==> src/rtl/symm_matmul_engine.sv <==
// rtl/symm_matmul_engine.sv - symmetric-input matrix multiplier C = A*B
//
// Loads the upper triangles of two symmetric N x N matrices A and B, one
// element of each per beat, in row-major order. It then computes the full
// C = A*B with one multiply-accumulate per cycle and streams out C
// row-major, one element per handshake.
//
// Ports:
//   clk, rst_n            clock, synchronous active-low reset
//   valid_in, ready_in    load beat handshake
//   data_a, data_b        upper-triangle elements of A and B at the same position
//   valid_out, ready_out  result handshake
//   result, last_out      C[i][j] (signed); last_out flags C[N-1][N-1]
//   busy                  high whenever the engine is not idle
module symm_matmul_engine #(
    parameter int N     = 4,
    parameter int W     = 16,
    parameter int ACC_W = 2*W + $clog2(N)
) (
    input  logic                    clk,
    input  logic                    rst_n,
    input  logic                    valid_in,
    output logic                    ready_in,
    input  logic signed [W-1:0]     data_a,
    input  logic signed [W-1:0]     data_b,
    output logic                    valid_out,
    input  logic                    ready_out,
    output logic signed [ACC_W-1:0] result,
    output logic                    last_out,
    output logic                    busy
);

    localparam int T  = N*(N+1)/2;
    localparam int IW = $clog2(T);
    localparam int KW = $clog2(N);

    typedef enum logic [1:0] {IDLE, LOAD, COMPUTE, OUTPUT} state_t;

    state_t                  state_q, state_d;
    logic [IW-1:0]           load_cnt_q, load_cnt_d;
    logic [KW-1:0]           i_q, i_d, j_q, j_d, k_q, k_d;
    logic signed [ACC_W-1:0] acc_q, acc_d;

    logic signed [W-1:0]     a_mem [T];
    logic signed [W-1:0]     b_mem [T];
    logic signed [W-1:0]     a_op, b_op;
    logic signed [2*W-1:0]   prod;
    logic                    xfer;
    logic                    last_elem;

    // Triangle slot of (r,c). Lower-triangle coordinates are mirrored, so
    // only the upper triangle ever needs to be stored.
    function automatic logic [IW-1:0] tri_idx(input logic [KW-1:0] r_in,
                                              input logic [KW-1:0] c_in);
        int r;
        int c;
        if (r_in <= c_in) begin
            r = int'(r_in);
            c = int'(c_in);
        end else begin
            r = int'(c_in);
            c = int'(r_in);
        end
        // Row r starts after rows 0..r-1, which hold N, N-1, ... elements.
        return IW'(r*N - (r*(r-1))/2 + (c - r));
    endfunction

    assign xfer      = valid_in && ready_in;
    assign a_op      = a_mem[tri_idx(i_q, k_q)];
    assign b_op      = b_mem[tri_idx(k_q, j_q)];
    // The casts keep the signedness, so both operands are sign-extended
    // before the multiply.
    assign prod      = (2*W)'(a_op) * (2*W)'(b_op);
    assign last_elem = (i_q == KW'(N-1)) && (j_q == KW'(N-1));

    assign ready_in  = (state_q == IDLE) || (state_q == LOAD);
    assign busy      = (state_q != IDLE);
    assign valid_out = (state_q == OUTPUT);
    assign last_out  = valid_out && last_elem;
    assign result    = acc_q;

    // The element store is not reset. The beat counter alone decides
    // which slots are valid.
    always_ff @(posedge clk) begin
        if (xfer) begin
            a_mem[load_cnt_q] <= data_a;
            b_mem[load_cnt_q] <= data_b;
        end
    end

    always_ff @(posedge clk) begin
        if (!rst_n) begin
            state_q    <= IDLE;
            load_cnt_q <= '0;
            i_q        <= '0;
            j_q        <= '0;
            k_q        <= '0;
            acc_q      <= '0;
        end else begin
            state_q    <= state_d;
            load_cnt_q <= load_cnt_d;
            i_q        <= i_d;
            j_q        <= j_d;
            k_q        <= k_d;
            acc_q      <= acc_d;
        end
    end

    always_comb begin
        state_d    = state_q;
        load_cnt_d = load_cnt_q;
        i_d        = i_q;
        j_d        = j_q;
        k_d        = k_q;
        acc_d      = acc_q;
        case (state_q)
            IDLE, LOAD: begin
                if (xfer) begin
                    if (load_cnt_q == IW'(T-1)) begin
                        state_d    = COMPUTE;
                        load_cnt_d = '0;
                        i_d        = '0;
                        j_d        = '0;
                        k_d        = '0;
                    end else begin
                        state_d    = LOAD;
                        load_cnt_d = load_cnt_q + IW'(1);
                    end
                end
            end
            COMPUTE: begin
                // k == 0 starts a fresh dot product. The previous element's
                // sum is simply overwritten here.
                acc_d = ((k_q == '0) ? '0 : acc_q) + ACC_W'(prod);
                if (k_q == KW'(N-1)) begin
                    state_d = OUTPUT;
                    k_d     = '0;
                end else begin
                    k_d = k_q + KW'(1);
                end
            end
            OUTPUT: begin
                if (ready_out) begin
                    if (last_elem) begin
                        state_d = IDLE;
                        i_d     = '0;
                        j_d     = '0;
                    end else begin
                        state_d = COMPUTE;
                        k_d     = '0;
                        if (j_q == KW'(N-1)) begin
                            j_d = '0;
                            i_d = i_q + KW'(1);
                        end else begin
                            j_d = j_q + KW'(1);
                        end
                    end
                end
            end
            default: state_d = IDLE;
        endcase
    end

endmodule
==> config.mk <==
export PLATFORM = sky130hd
export DESIGN_NAME = symm_matmul_engine
export DESIGN_NICKNAME = d
export VERILOG_FILES = /design/src/rtl/symm_matmul_engine.sv
export SDC_FILE = /design/constraint.sdc
export NUM_CORES = 1
export LEC_CHECK = 0
export ABC_CLOCK_PERIOD_IN_PS = 12400
export BUFFER_PORTS_ARGS = -buffer_cell sky130_fd_sc_hd__buf_2
export CAP_MARGIN = 10
export CORE_MARGIN = 10
export CORE_UTILIZATION = 55
export DETAILED_ROUTE_END_ITERATION = 16
export PLACE_DENSITY_LB_ADDON = 0.3
export SYNTH_ARGS = -nofsm -noshare
export SYNTH_HDL_FRONTEND = slang
export SYNTH_SLANG_ARGS = --single-unit
==> constraint.sdc <==
create_clock -name clk -period 12.4 [get_ports clk]
set_clock_uncertainty 0.1 [all_clocks]
set_input_delay 0.62 -clock clk [delete_from_list [all_inputs] [get_ports clk]]
set_output_delay 0.62 -clock clk [all_outputs]
set_load 0.02 [all_outputs]
==> results.toml <==
[global_routing]
grt_first_pass_wirelength_microns = 97000
grt_usage_pct = 22.0
grt_max_degree = 49
antenna_found_initial = 0
grt_pass1_vias = 17900
overflow = 0

[critical_path]
end_kind = "flip-flop"
crit_family = "adder cells"
path_buf_inv = 8
critPathMaxStageDelay_ns = 0.84
required_ns = 12.74
critPathLaunch = "k_q[0]$_SDFFE_PN0P_"
worstPathArrival_ns = 11.97
critPathKind = "reg2reg"
crit_fanout = 12
cp-start-kind = "flip-flop"
crit_top_cell = "inv_1"
rr_startpoint = "k_q[0]$_SDFFE_PN0P_"
r2r_setup_slack_ns = 0.76
worst_path_max_delay_cell = "o21ai_0"

[flow_run]
drv_cap = 0

[synthesis]
yosys_warnings = 0
synthSimpleGateAreaFrac_pct = 8.88
yosysSeqAreaShare_pct = 40.3
synthMuxAreaShare_pct = 9.01
synth_area_leader_cell = "edfxtp_1"
synth_compound_area_share_pct = 6.18
synth_xor_area_share_pct = 2.25
synth_ff_type = "edfxtp_1"
async_flop_share_pct = 0
netlist_area_sq_um = 26100
synth-adder-area-share_pct = 26.8
synth_top_family_by_area = "adder cells"
synth_top_cell_area_share_pct = 36.8
synth.distinct_cells = 72
synthTopCellsByArea = "edfxtp_1 (37%), fa_1 (20%), ha_1 (6.5%)"
synth.avg_cell_area_sq_um = 11.9
ys_ff_latch = 366
syn_nets = 2636
postSynthCellCount = 2199
synth_enable_flop_cells = 320

[finish]
final_common_cell = "inv_1"
nFillCells = 3621
area.growth.synth_to_final_pct = 9.84
layout_common_cells = "inv_1 (376), edfxtp_1 (320), fa_1 (265)"
nets = 2742
drive_gt1_share_pct = 14.1

[timing]
report.final.slew_viol_count = 0
timing.setup.tns_ns = 0
hold_violations = 0
report.final.setup_viol = 0
max_slew_margin_pct = 27.3
fmax_mhz = 85.9
rsz0062_at_grt = "no"
post-route-period-util_pct = 93.8
finalWorstSetupSlack_ns = 0.764
fin_crit_ns = 11.64
worstMarginPinSlew_ns = 1.08

[placement]
place_congestion = 0.893
hpwl_microns = 43500
io_buffers = 73
dpl_worst_slack_ns = 0.520

[floorplanning]
core_sq_um = 46800
die_h_microns = 238
start_util_pct = 55.8
num_rows = 79
ios = 74
fp.dieW_microns = 238
dieArea_sq_um = 56600

[hold_path]
holdCritPathClass = "in2reg"
min_from = "data_a[14]"

[run_status]
status = "finished, final reports clean"

[cts]
clockBufferDepth = 3
cts_made_buffers = 37
cts_max_level = 2
clkLatencyLatePin_ns = 0.55
ctsHoldBuffers = 0
cts_tree = "yes"
cts_sinks = 366
clk_pin_slew_ns = 0.06
cts-root-buf = "clkbuf_16"

[route]
dr_total_vias = 16500
drtIter0Drc = 1244
drcViolationCount = 0
drtPass1Iterations = 8
routed_via_density = 5.61
totalWireLength_microns = 60300
wl_per_cell_microns = 20.5
ant_nets = 0
stage by stage:
step | hold slack, ns | std cells | util [%] | cell area (sq um)
after CTS | 0.240 | 2935 | 61.3 | 28600
after global routing | 0.257 | 2937 | 61.3 | 28700
after detailed placement | 0.359 | 2871 | 58.8 | 27500
after global placement | 0.346 | 2871 | 58.8 | 27500
final | 0.258 | 2938 | 61.3 | 28700
after floorplan | 0.381 | 2199 | - | 26100
worst register-to-register path, delay by kind of cell, from the launching register on:
kind	cells	cell delay, ns
and+or+nand+nor	7	1.06
xor gates and xnor gates	2	0.27
adders and majority gates	11	5.06
muxes	3	0.45
buffers and inverters	8	0.74
DFF	1	0.49
AOI/OAI and AO/OA	11	3.31
routing by layer:
metal / share of wire, % / track usage (%) / vias to the layer above
met5: 0 / 0 / -
met4: 2.5 / 6.76 / 0
met3: 5.0 / 3.33 / 84
met2: 52 / 39.1 / 421
met1: 40 / 27.4 / 8419
li1: - / - / 7562
area by class of cell:
type	instances	area [sq um]	share of cell area (%)
Antenna cell	1	2.50	0.00872
Clock buffer	43	948	3.31
Clock inverter	21	201	0.702
Inverter	376	1410	4.92
Multi-Input combinational cell	1389	14000	48.8
Sequential cell	366	10500	36.7
Tap cell	607	759	2.65
Timing Repair Buffer	135	835	2.91
cell usage after synthesis, drive strengths merged (4+ instances only):
cell	number
ha	136
nor2	176
a21oi	99
o21a	11
nand2	211
and2	15
a21o	23
nand4	5
o211ai	5
and3	10
edfxtp	320
fa	265
nand3	14
mux2	33
nor3	14
or2	6
o31ai	4
mux4	64
nand2b	15
nor2b	44
xor2	15
clkbuf	52
nor4	4
a211oi	10
o31a	4
mux2i	54
inv	376
dfxtp	46
o21bai	12
buf	16
o21ai	45
or3	4
xnor2	52
a31oi	7
path summary, 6_finish.rpt:
check,depth (start not counted),end
hold reg to reg,2,result[1]$_SDFFE_PN0P_
hold / removal,1,a_mem[9][14]$_DFFE_PP_
setup / recovery,42,result[30]$_SDFFE_PN0P_
setup reg to reg,42,result[30]$_SDFFE_PN0P_
sequential cells by signal (all words and copies together) (netlist names):
| name | count |
|---|---|
| a_mem | 160 |
| b_mem | 160 |
| result | 34 |
| load_cnt_q | 4 |
| i_q | 2 |
| j_q | 2 |
| k_q | 2 |
| state_q | 2 |
kinds of logic after synthesis:
group / count (synthesis)
simple gates: 524
buf+inv: 444
compound gates: 246
mux: 151
fa+ha+maj: 401
flops: 366
xor+xnor: 67
what timing repair did:
action,in CTS,in global routing
gates resized for setup,0,4
buffers inserted,0,1
hold endpoints to repair,0,0
endpoints found under the setup margin,0,7
Power is not shown: default switching activity piles up to over one toggle a cycle in this logic, so the estimate is an artifact.
